### src/rtl/zero_byte_codec.sv
// zero_byte_codec
//   Zero-lane compressor/decompressor, one lane per clock.
//   Compress (mode=0): all-zero lanes are dropped and the non-zero lanes are
//   packed toward lane 0. meta_out marks the non-zero lanes and len_out counts
//   them.
//   Decompress (mode=1): the packed lanes are scattered back to the positions
//   marked in meta_in. Unmarked lanes become zero and meta_out echoes meta_in.
//
// Ports
//   clk, reset          rising-edge clock, async active-high reset
//   in_valid/in_ready   input handshake (in_ready decoded from state only)
//   mode                0=compress, 1=decompress, sampled at accept
//   data_in, meta_in    input word and lane mask (mask used in decompress)
//   out_valid/out_ready output handshake
//   data_out, meta_out  result word and lane mask (registered)
//   len_out             number of non-zero / packed lanes (registered)
//   busy                block is not idle (registered)
//   bypass              only with ZBC_BYPASS_EN: pass the word through
//
// Optional feature macro: ZBC_BYPASS_EN
module zero_byte_codec #(
  parameter int LANES  = 32,
  parameter int LANE_W = 8,
  localparam int LW    = $clog2(LANES + 1)
) (
  input  logic                    clk,
  input  logic                    reset,
  input  logic                    in_valid,
  output logic                    in_ready,
  input  logic                    mode,
`ifdef ZBC_BYPASS_EN
  input  logic                    bypass,
`endif
  input  logic [LANES*LANE_W-1:0] data_in,
  input  logic [LANES-1:0]        meta_in,
  output logic                    out_valid,
  input  logic                    out_ready,
  output logic [LANES*LANE_W-1:0] data_out,
  output logic [LANES-1:0]        meta_out,
  output logic [LW-1:0]           len_out,
  output logic                    busy
);

  localparam int IW = $clog2(LANES);

  typedef enum logic [1:0] {
    IDLE,
    RUN,
    DONE
  } state_t;

  state_t                    state;
  logic [IW-1:0]             idx;
  logic [LANES*LANE_W-1:0]   word;
  logic [LANES-1:0]          mask;
  logic                      mode_r;
  logic [LANE_W-1:0]         lane;
  logic [LANE_W-1:0]         packed_lane;

  assign in_ready    = (state == IDLE);
  assign lane        = word[idx*LANE_W +: LANE_W];
  // len_out never exceeds idx while RUN is active, so this stays in range.
  assign packed_lane = word[len_out*LANE_W +: LANE_W];

  always_ff @(posedge clk or posedge reset) begin
    if (reset) begin
      state     <= IDLE;
      idx       <= '0;
      word      <= '0;
      mask      <= '0;
      mode_r    <= 1'b0;
      data_out  <= '0;
      meta_out  <= '0;
      len_out   <= '0;
      out_valid <= 1'b0;
      busy      <= 1'b0;
    end else begin
      case (state)
        IDLE: begin
          if (in_valid) begin
            word     <= data_in;
            mask     <= meta_in;
            mode_r   <= mode;
            idx      <= '0;
            len_out  <= '0;
            data_out <= '0;
            meta_out <= '0;
            busy     <= 1'b1;
            state    <= RUN;
`ifdef ZBC_BYPASS_EN
            if (bypass) begin
              data_out <= data_in;
              meta_out <= '1;
              len_out  <= LW'(LANES);
              state    <= DONE;
            end
`endif
          end
        end

        RUN: begin
          if (!mode_r) begin
            if (lane != '0) begin
              data_out[len_out*LANE_W +: LANE_W] <= lane;
              meta_out[idx] <= 1'b1;
              len_out       <= len_out + 1'b1;
            end else begin
              meta_out[idx] <= 1'b0;
            end
          end else begin
            meta_out[idx] <= mask[idx];
            if (mask[idx]) begin
              data_out[idx*LANE_W +: LANE_W] <= packed_lane;
              len_out <= len_out + 1'b1;
            end else begin
              data_out[idx*LANE_W +: LANE_W] <= '0;
            end
          end
          if (idx == IW'(LANES - 1)) begin
            state <= DONE;
          end else begin
            idx <= idx + 1'b1;
          end
        end

        DONE: begin
          // The first DONE cycle only raises out_valid. This gives the
          // one-cycle gap between the last lane and the valid result.
          if (!out_valid) begin
            out_valid <= 1'b1;
          end else if (out_ready) begin
            out_valid <= 1'b0;
            busy      <= 1'b0;
            state     <= IDLE;
          end
        end

        default: state <= IDLE;
      endcase
    end
  end

endmodule

### config.mk
export PLATFORM = sky130hd
export DESIGN_NAME = zero_byte_codec
export DESIGN_NICKNAME = d
export VERILOG_FILES = /design/src/rtl/zero_byte_codec.sv
export SDC_FILE = /design/constraint.sdc
export NUM_CORES = 2
export LEC_CHECK = 0
export CAP_MARGIN = 5
export CORE_MARGIN = 2
export CORE_UTILIZATION = 53
export DETAILED_ROUTE_END_ITERATION = 12
export GPL_ROUTABILITY_DRIVEN = 1
export MAX_ROUTING_LAYER = met4
export PLACE_DENSITY_LB_ADDON = 0.08
export SYNTH_ARGS = -nofsm -noshare
export SYNTH_HDL_FRONTEND = slang
export SYNTH_SLANG_ARGS = --single-unit
### constraint.sdc
create_clock -name clk -period 23.3 [get_ports clk]
set_input_delay 2.33 -clock clk [delete_from_list [all_inputs] [get_ports clk]]
set_output_delay 2.33 -clock clk [all_outputs]
set_load 0.005 [all_outputs]
==> flow_summary.yaml <==
status:
  status: "completed"
sta:
  period_minus_slack_ns: 5.14
  fin_setup_tns_ns: 0
  hold_violations: 0
  setup-violations-final: 0
  final_max_slew_viol_count: 0
  finClkSkew_ns: 0.0285
  post-route-period-util_pct: 22.1
  grt_setup_unrepaired: "no"
  fmax_ghz: 0.195
  slew_headroom_pct: 10.6
  worst_slew_pin_slew_ns: 1.32
logic_synthesis:
  synth_area_leaders: "dfrtp_1, nand2_1, mux2i_1"
  synthMuxAreaShare_pct: 11.4
  synthDistinctLibCells: 69
  synth.ff_latch_count: 592
  syn-num-nets: 3485
  synthFlopType: "dfrtp_1"
  ys_seq_area_share_pct: 49.1
  async_flop_share_pct: 100
  syn-cell-area_sq_um: 30200
  synth_adder_area_share_pct: 0.373
  synth_edf_count: 0
  synth_top_cell_by_area: "dfrtp_1"
  synth_compound_area_share_pct: 14.5
  synth_top_family_by_area: "simple AND/OR/NAND/NOR gates"
  synth.avg_cell_area_sq_um: 9.49
  yosys.area_share.simple_pct: 19.8
  syn-instance-count: 3183
  netlist.area_leader.share_pct: 49.1
  yosys.area_share.xor_xnor_pct: 0.261
  yosys_warnings: 0
detailed_routing:
  drt-total-wl_mm: 117
  routed_via_density: 6.33
  highest_layer: "met4"
  first_pass_iters: 7
  drt-initial-drc-count: 3506
  wl_met2_mm: 56.5
  wl_met3_mm: 10.1
  antenna_left: 0
  drc_errors: 0
  num_vias: 28200
  wl_met1_mm: 43.4
  wl_per_cell_microns: 26.3
clock_network:
  postCtsSetupBuffers: 0
  clk_path_buf_depth: 3
  cts.root.buffer_cell: "clkbuf_16"
  cts_sinks: 592
  htree_levels: 2
  ctsResizeCount: 0
  insertion_delay_ns: 0.65
  cts_tree: "yes"
  clk_pin_slew_ns: 0.07
  hold_buffers: 0
  cts_buffers: 61
run:
  maxCapViolations: 0
global_route:
  grt_antenna_before_repair: 4
  grt.overflow.total: 0
  grt.total_usage_pct: 40.0
  grt_pass1_vias: 27300
  grt_pass1_wl_mm: 173
  grt_max_degree: 232
finish:
  layout_common_cells: "nand2_1, clkdlybuf4s50_1, dfrtp_1"
  mostFrequentLayoutCell: "nand2_1"
  n_fill_cell: 4357
  syn_to_final_growth_pct: 27.6
  final_area_sq_um: 38500
  drive_gt1_share_pct: 7.48
  fin_cells: 4451
  multi_input_area_sq_um: 14100
  nets: 3940
  regArea_sq_um: 14800
power:
  p_per_area_nw_per_um2: 163
  total_power_mw: 6.29
  internal_power_mw: 3.22
  vdd_drop_max_uv: 299
  p_sw_mw: 3.07
  pwr-share-seq_pct: 29.7
  p_leak_nw: 17.3
  p_clk_share_pct: 16.3
  p_comb_share_pct: 54.0
  switching_share_pct: 48.8
place:
  place_congestion: 1.01
  io_buffers: 589
  place_area_sq_um: 36400
  place_inst: 4331
  place_hpwl_mm: 82.4
setup_path:
  cp_top_family: "simple AND/OR/NAND/NOR gates"
  crit_type: "reg -> reg"
  arrival_ns: 5.72
  slowest_delay_ns: 0.74
  cp.required_ns: 23.88
  critical_path.slowest_cell: "or4_2"
  crit_buf_inv: 2
  start_kind: "flip-flop"
  path_max_fanout: 118
  cp-end-kind: "flip-flop"
  crit_chain: "buf_12 -> mux2i_1 -> o22ai_1 -> nor4_1 -> nand4_1 -> or4_2 -> buf_4 -> o211ai_2 -> a221o_1"
  reg2regPathDepth: 9
  crit_cells: 9
floorplanning:
  start_util_pct: 53.6
  ios: 590
  core_area_sq_um: 56400
  fp.dieArea_sq_um: 58900
  die_y_microns: 243
  die-width_microns: 243
  rows: 87
worst_hold_path:
  min_path_cells: 2
  worstHoldPathType: "reg -> reg"
-- power groups by stage --
stage / clock, mW / sequential [mW] / combinational, mW
floorplan: 0 / 1.69 / 1.96
CTS: 1.03 / 1.85 / 3.30
detailed placement: 0 / 1.87 / 3.29
global placement: 0 / 1.85 / 3.24
global route: 1.07 / 1.91 / 3.52
finish: 1.03 / 1.87 / 3.40
-- cells by family after synthesis --
kind of cell	Yosys count
and+or+nand+nor	1432
muxes	254
DFF	592
adders and majority gates	9
xor gates and xnor gates	9
buffers and inverters	337
AOI/OAI and AO/OA	550
-- sequential cells by signal, summed over array words and instances, names as in the netlist --
name	count
data_out	256
word	256
mask	32
meta_out	32
len_out	6
idx	5
state	2
busy	1
mode_r	1
out_valid	1
-- synthesized netlist by cell type (all sizes together), types with 5 or more instances --
cell type,count
buf,59
nor2,214
xor2,5
o2111ai,5
a21oi,77
nand4bb,6
dfrtp,592
nor4,32
nor2b,23
clkbuf,171
nand3b,7
o22ai,69
nand4,15
inv,107
ha,9
and3,7
and2,11
o211ai,10
nor3,18
mux2i,182
or4b,5
nand4b,5
nand3,38
nor3b,5
a32oi,8
o21ai,98
a221o,152
o221ai,85
a221oi,11
mux4,72
a22oi,20
nand2,1021
-- worst register-to-register path, cell delays in order, from the launching register on --
cell and delay [ns]:
dfrtp_4 0.70, buf_12 0.70, mux2i_1 0.74, o22ai_1 0.14, nor4_1 0.63, nand4_1 0.33, or4_2 0.74, buf_4 0.35
o211ai_2 0.51, a221o_1 0.23
-- final timing paths --
path | slack, ns | to | startpoint
worst max register to register | 18.16 | data_out[15] | idx[1]
worst max-delay path | 18.16 | data_out[15] | idx[1]
min in group asynchronous | 2.23 | data_out[17] | reset
worst min register to register | 0.48 | mask[22] | mask[22]
worst min-delay path | 0.48 | mask[22] | mask[22]
max in group asynchronous | 18.38 | word[160] | reset
-- layer usage --
layer | vias up | track usage (%)
met2 | 1793 | 63.9
li1 | 12100 | -
met4 | 0 | 21.4
met5 | - | -
met1 | 13900 | 49.4
met3 | 382 | 6.29
-- cell type report --
cell class | instances | area share [%]
tap | 756 | 2.45
multi-input combinational | 2254 | 36.5
inverter | 107 | 1.06
clock buffer | 94 | 4.99
timing repair buffer | 622 | 16.0
clock inverter | 22 | 0.529
sequential | 592 | 38.5
antenna | 4 | 0.0260
-- through the flow --
stage	hold WS (ns)	setup slack, ns	utilization [%]
after floorplan	0.440	4.40	-
after global routing	0.485	17.91	68.3
after global placement	0.457	17.66	64.6
final	0.477	18.16	68.3
after detailed placement	0.461	17.63	64.6
after CTS	0.476	18.28	68.3
Power figures use the tool's default switching activity.
